File: config.mk
export PLATFORM = sky130hd
export DESIGN_NAME = controle_busca_flat
export DESIGN_NICKNAME = d
export VERILOG_FILES = /design/src/rtl/controle_busca_pkg.sv /design/src/rtl/controle_busca_if.sv /design/src/rtl/controle_busca_fila.sv /design/src/rtl/controle_busca.sv /design/src/flat_wrapper.sv
export SDC_FILE = /design/constraint.sdc
export NUM_CORES = 1
export LEC_CHECK = 0
export ABC_AREA = 1
export CORE_UTILIZATION = 35
export DETAILED_ROUTE_END_ITERATION = 16
export DONT_BUFFER_PORTS = 1
export HOLD_SLACK_MARGIN = 0.1
export SLEW_MARGIN = 10
export SYNTH_ARGS = -nofsm -noshare
export SYNTH_HDL_FRONTEND = slang
export SYNTH_SLANG_ARGS = --single-unit
File: constraint.sdc
create_clock -name Clock -period 2.45 [get_ports Clock]
set_input_delay 0.1225 -clock Clock [delete_from_list [all_inputs] [get_ports Clock]]
set_output_delay 0.1225 -clock Clock [all_outputs]
set_load 0.05 [all_outputs]
File: src/rtl/controle_busca_pkg.sv
// Shared definitions for the instruction-fetch controller and its fetch buffer.
// Memory size and word width defaults are also used by the instruction memory.
package pkg_controle;

   typedef enum logic [1:0] {
      OCIOSO,
      BUSCA,
      FIM
   } estado_t;

   localparam int PROF_FILA      = 2;
   localparam int LARG_CONT      = $clog2(PROF_FILA + 1);
   localparam int LARG_IDX       = $clog2(PROF_FILA);
   localparam int TAM_MEM_PADRAO = 12;
   localparam int LARG_PADRAO    = 32;

endpackage

File: src/rtl/controle_busca_if.sv
// Fetch-side bundle: start/branch controls, instruction memory port and decode handshake.
interface controle_busca_if
   import pkg_controle::*;
#(
   parameter int LARG = LARG_PADRAO
) ();

   logic            Inicio;
   logic [LARG-1:0] PC;
   logic [LARG-1:0] Instrucao;
   logic            Desvio;
   logic [LARG-1:0] AlvoDesvio;
   logic            InstrValida;
   logic            InstrPronta;
   logic [LARG-1:0] InstrSaida;
   logic [LARG-1:0] PCSaida;
   logic            Concluido;
   logic            ErroEndereco;

   // master is the fetch controller, slave is the surrounding core and memory
   modport master (
      input  Inicio, Instrucao, Desvio, AlvoDesvio, InstrPronta,
      output PC, InstrValida, InstrSaida, PCSaida, Concluido, ErroEndereco
   );

   modport slave (
      output Inicio, Instrucao, Desvio, AlvoDesvio, InstrPronta,
      input  PC, InstrValida, InstrSaida, PCSaida, Concluido, ErroEndereco
   );

endinterface

File: src/rtl/controle_busca_fila.sv
// Shift-style FIFO of {PC, instruction}; entry 0 is always the head, so the head is a plain register.
module fila_busca
   import pkg_controle::*;
#(
   parameter int LARG = LARG_PADRAO
) (
   input  logic                 Clock,
   input  logic                 ResetN,
   input  logic                 push,
   input  logic                 pop,
   input  logic                 flush,
   input  logic [LARG-1:0]      pcEntrada,
   input  logic [LARG-1:0]      instrEntrada,
   output logic [LARG-1:0]      pcCabeca,
   output logic [LARG-1:0]      instrCabeca,
   output logic [LARG_CONT-1:0] count,
   output logic                 cheia,
   output logic                 vazia
);

   logic [LARG-1:0]     pcFila    [PROF_FILA];
   logic [LARG-1:0]     instrFila [PROF_FILA];
   logic [LARG_IDX-1:0] slot;

   // A simultaneous pop shifts everything down one slot, so the new word lands one lower
   always_comb begin
      slot = LARG_IDX'(count);
      if (pop) begin
         slot = LARG_IDX'(count - LARG_CONT'(1));
      end
   end

   always_ff @(posedge Clock or negedge ResetN) begin
      if (!ResetN) begin
         count <= '0;
         for (int i = 0; i < PROF_FILA; i++) begin
            pcFila[i]    <= '0;
            instrFila[i] <= '0;
         end
      end else if (flush) begin
         count <= '0;
      end else begin
         if (pop) begin
            for (int i = 0; i < PROF_FILA - 1; i++) begin
               pcFila[i]    <= pcFila[i+1];
               instrFila[i] <= instrFila[i+1];
            end
         end
         if (push) begin
            pcFila[slot]    <= pcEntrada;
            instrFila[slot] <= instrEntrada;
         end
         count <= count + LARG_CONT'(push) - LARG_CONT'(pop);
      end
   end

   assign pcCabeca    = pcFila[0];
   assign instrCabeca = instrFila[0];
   assign cheia       = (count == LARG_CONT'(PROF_FILA));
   assign vazia       = (count == '0);

endmodule

File: src/rtl/controle_busca.sv
// Instruction-fetch controller: owns the PC, fills the fetch buffer from a combinational
// instruction memory, applies branch redirects and flags end-of-program.
module controle_busca
   import pkg_controle::*;
#(
   parameter int TAM_MEM = TAM_MEM_PADRAO,
   parameter int LARG    = LARG_PADRAO
) (
   input logic               Clock,
   input logic               ResetN,
   controle_busca_if.master  bus
);

   estado_t              estado;
   logic [LARG-1:0]      pc;
   logic                 erro;
   logic                 push;
   logic                 pop;
   logic                 flush;
   logic                 alvoValido;
   logic [LARG_CONT-1:0] contagem;
   logic                 cheia;
   logic                 vazia;

   // A redirect outranks everything once running; a pop in that same cycle still completes
   assign pop        = !vazia && bus.InstrPronta;
   assign flush      = bus.Desvio && (estado != OCIOSO);
   assign push       = (estado == BUSCA) && !flush && (!cheia || pop);
   assign alvoValido = (bus.AlvoDesvio < LARG'(TAM_MEM));

   always_ff @(posedge Clock or negedge ResetN) begin
      if (!ResetN) begin
         estado <= OCIOSO;
         pc     <= '0;
         erro   <= 1'b0;
      end else if (estado == OCIOSO) begin
         if (bus.Inicio) begin
            estado <= BUSCA;
         end
      end else if (flush) begin
         pc <= bus.AlvoDesvio;
         if (alvoValido) begin
            estado <= BUSCA;
         end else begin
            estado <= FIM;
            erro   <= 1'b1;
         end
      end else if (push) begin
         pc <= pc + LARG'(1);
         if (pc == LARG'(TAM_MEM - 1)) begin
            estado <= FIM;
         end
      end
   end

   fila_busca #(
      .LARG (LARG)
   ) u_fila (
      .Clock        (Clock),
      .ResetN       (ResetN),
      .push         (push),
      .pop          (pop),
      .flush        (flush),
      .pcEntrada    (pc),
      .instrEntrada (bus.Instrucao),
      .pcCabeca     (bus.PCSaida),
      .instrCabeca  (bus.InstrSaida),
      .count        (contagem),
      .cheia        (cheia),
      .vazia        (vazia)
   );

   assign bus.PC           = pc;
   assign bus.InstrValida  = !vazia;
   assign bus.Concluido    = (estado == FIM) && (contagem == '0);
   assign bus.ErroEndereco = erro;

endmodule

File: src/flat_wrapper.sv
// flat-port wrapper written by rule: the top's interface ports become plain ports
module controle_busca_flat import pkg_controle::*;
#(
   parameter int TAM_MEM = TAM_MEM_PADRAO,
   parameter int LARG    = LARG_PADRAO
)
  (Clock, ResetN, bus_Inicio, bus_Instrucao, bus_Desvio, bus_AlvoDesvio, bus_InstrPronta, bus_PC, bus_InstrValida, bus_InstrSaida, bus_PCSaida, bus_Concluido, bus_ErroEndereco);
  controle_busca_if #(.LARG(LARG)) bus_i ();
  input logic Clock;
  input logic ResetN;
  input wire logic [$bits(bus_i.Inicio)-1:0] bus_Inicio;
  input wire logic [$bits(bus_i.Instrucao)-1:0] bus_Instrucao;
  input wire logic [$bits(bus_i.Desvio)-1:0] bus_Desvio;
  input wire logic [$bits(bus_i.AlvoDesvio)-1:0] bus_AlvoDesvio;
  input wire logic [$bits(bus_i.InstrPronta)-1:0] bus_InstrPronta;
  output wire logic [$bits(bus_i.PC)-1:0] bus_PC;
  output wire logic [$bits(bus_i.InstrValida)-1:0] bus_InstrValida;
  output wire logic [$bits(bus_i.InstrSaida)-1:0] bus_InstrSaida;
  output wire logic [$bits(bus_i.PCSaida)-1:0] bus_PCSaida;
  output wire logic [$bits(bus_i.Concluido)-1:0] bus_Concluido;
  output wire logic [$bits(bus_i.ErroEndereco)-1:0] bus_ErroEndereco;
  assign bus_i.Inicio = bus_Inicio;
  assign bus_i.Instrucao = bus_Instrucao;
  assign bus_i.Desvio = bus_Desvio;
  assign bus_i.AlvoDesvio = bus_AlvoDesvio;
  assign bus_i.InstrPronta = bus_InstrPronta;
  assign bus_PC = bus_i.PC;
  assign bus_InstrValida = bus_i.InstrValida;
  assign bus_InstrSaida = bus_i.InstrSaida;
  assign bus_PCSaida = bus_i.PCSaida;
  assign bus_Concluido = bus_i.Concluido;
  assign bus_ErroEndereco = bus_i.ErroEndereco;
  controle_busca #(.TAM_MEM(TAM_MEM), .LARG(LARG)) u_core (.Clock(Clock), .ResetN(ResetN), .bus(bus_i));
endmodule
==> metrics.csv <==
metric,value,unit
crit path kind,flip-flop to flip-flop,
main combinational cell family by area after synthesis,simple AND/OR/NAND/NOR gates,
Clock Path Buffers,2,
Internal,0.00720,W
Synth Flop Type,dfrtp_1,
"Cell Area, Synth",9620,µm²
CTS H-tree lvls,4,
full die area,28100,µm²
Max-Cap Viols,0,
multiplexer area fraction after synthesis,0,
CP endpoint kind,flip-flop,
post-route cell area,10900,µm²
nets@finish,1450,
PortBufs,0,
most frequent cells in the layout,"481 x nand2_1, 239 x nand3_1, 165 x dfrtp_1",
Worst EP required,2.81,ns
DPL Wire Length,19200,µm
"Setup Fix Bufs, Post-CTS",0,
CP Cell Sequence,inv_1 -> nand2_1 -> nand2_2 -> inv_2 -> buf_4 -> nand2_1 -> nand3_1 -> nand3_1 -> nand2_1,
vias,8854,
post-CTS resize count,0,
Setup TNS,0,ns
I/O pin cnt,168,
worst-margin pin slew,0.640,ns
switching share of power,0.517,
grt total ovfl,0,
Netlist cell types,30,
RSZ-0062 raised after global routing,no,
WL per Instance,16.8,µm
relative slew slack,0.574,
TritonCTS Buffers,17,
Worst Path Max Fanout,40,
root buf cell,clkbuf_16,
WP depth,9,
die span in x,168,µm
critical path arrival,2.40,ns
clock latency on the worst-skew pair,0.43,ns
placed cell area,9650,µm²
Die Y,168,µm
Syn-to-layout area delta,13.4,%
cells on worst reg2reg path,9,
synthesis warning total,0,
power share of the clock group,0.186,
Post-synth EDFFs,0,
largest net degree at the start of global routing,166,
Synth Area per Inst,6.96,µm²
final hold vios,165,
min cycle time layout,2.04,ns
TritonCTS clock tree,done,
Pleak,5.43,nW
crit-path leading delay family,buffers and inverters,
fin. max-slew vios,0,
PnR Total Power,0.0149,W
drt pass-1 iters,5,
period utilization,0.835,
1st-iter DRT viols,721,
antenna violations before repair,0,
clk sinks,165,
CP max stage delay,0.56,ns
Crit-path slowest cell,buf_4,
Core Area,27000,µm²
post-synthesis sequential area ratio,0.429,
vias per inst,5.11,
worst hold slack,-0.617,ns
ratio of cells with drive above 1 in the final layout,0.0726,
clock skew,0.0118,ns
Crit path buffers/inverters,3,
CP most frequent cell,nand2_1,
starting density of the core,0.357,
startpoint types,flip-flop,
Seq pwr share,0.436,
Cells after Synth,1382,
row cnt,60,
Max Fclk,0.489,GHz
area share of fa/ha/maj cells after synthesis,0.00390,
# setup viols final,0,
xor and xnor area share after synthesis,0.00273,
vias in the first global route,8318,
Synth Area in Compound Gates,0.0592,
GPL Wtd Cong,0.940,
worst hold path type,input pin to async pin,
failing checks,negative hold slack,
combinational share of power,0.378,
first-pass GRT wire length,46300,µm
post-route ant nets,0,
status,finished with violations,
diodes inserted,0,
power density over the cells,1370,nW/µm²
Async SR Flop Fraction,1.00,
switching power,0.00770,W
Max VDD drop,549,µV
Seq cells post-synth,165,
"Hold-fix buffers, CTS",67,
clk slew on worst S/H paths,0.07,ns
Mapped Nets,1454,
Tot GR Track Use,0.209,
DRC viols,0,
Synth Area in Simple Gates,0.375,
Detailed Route WL,29100,µm
"commonest non-fill, non-tap cell in the layout",nand2_1,
## per-stage QoR
| step | hold WS, ns | instances | setup WS [ns] | util |
|---|---|---|---|---|
| 6_report | -0.617 | 1732 | 0.405 | 0.405 |
| 2_1_floorplan | -0.173 | 1382 | 0.384 | - |
| 3_5_place_dp | -0.170 | 1633 | 0.432 | 0.358 |
| 4_1_cts | -0.634 | 1732 | 0.414 | 0.405 |
| 5_1_grt | -0.640 | 1732 | 0.163 | 0.405 |
| 3_3_place_gp | -0.170 | 1633 | 0.477 | 0.358 |
## area by class of cell
| cell class | instances | area [µm²] |
|---|---|---|
| fillers | 2773 | 16000 |
| multi-input cells | 978 | 4260 |
| flip-flops and latches | 165 | 4130 |
| repair buffers | 116 | 1130 |
| well taps | 341 | 427 |
| clock buffers | 17 | 425 |
| inverters | 100 | 377 |
| clock inverters | 15 | 165 |
## kinds of logic (layout without fill, tap and decap cells)
group / after synthesis / in the layout
AOI/OAI and AO/OA: 107 / 107
xor gates and xnor gates: 3 / 3
adders and majority gates: 3 / 3
buffers and inverters: 239 / 248
DFF: 165 / 165
and+or+nand+nor: 865 / 865
## synthesized netlist by cell type, types with 4 or more instances
library cell / instances / area share
a21oi_1: 12 / 0.0062
a31oi_1: 5 / 0.0033
buf_1: 16 / 0.0062
buf_2: 40 / 0.021
buf_4: 65 / 0.051
buf_6: 8 / 0.0094
clkbuf_1: 10 / 0.0039
dfrtp_1: 165 / 0.43
inv_1: 95 / 0.037
inv_2: 4 / 0.0016
nand2_1: 483 / 0.19
nand3_1: 239 / 0.12
nand4_1: 8 / 0.0052
nor2_1: 120 / 0.047
nor3_1: 5 / 0.0026
o21ai_0: 20 / 0.010
o21ai_1: 61 / 0.032
o21ai_2: 4 / 0.0036
## power groups by stage
| stage | clock network, W | registers (W) | logic (W) |
|---|---|---|---|
| 3_5_place_dp | 0 | 0.00655 | 0.00552 |
| 6_report | 0.00277 | 0.00649 | 0.00564 |
| 4_1_cts | 0.00284 | 0.00650 | 0.00563 |
| 2_1_floorplan | 0 | 0.00544 | 0.00552 |
| 3_3_place_gp | 0 | 0.00652 | 0.00542 |
| 5_1_grt | 0.00293 | 0.00667 | 0.00633 |
## worst paths after layout
kind,start,to,slack [ns]
max,u_core.u_fila.count[0]$_DFF_PN0_,u_core.u_fila.instrCabeca[27]$_DFFE_PN0N_,0.41
min,ResetN,u_core.u_fila.instrCabeca[20]$_DFFE_PN0N_,-0.62
max reg2reg,u_core.u_fila.count[0]$_DFF_PN0_,u_core.u_fila.instrCabeca[27]$_DFFE_PN0N_,0.41
min reg2reg,flip-flop,flip-flop,0.48
max in group asynchronous,ResetN,u_core.u_fila.pcCabeca[17]$_DFFE_PN0N_,2.79
min in group Clock,bus_AlvoDesvio[3],u_core.bus.ErroEndereco$_DFFE_PN0P_,0.26
## metal layers
metal	up-vias	global-route usage	part of all wire
met5	-	0	0
met4	0	0.0523	0.012
met3	21	0.0552	0.079
met2	311	0.327	0.45
met1	4174	0.285	0.46
li1	4348	-	-
No activity file was read; power rests on OpenSTA's default activity.
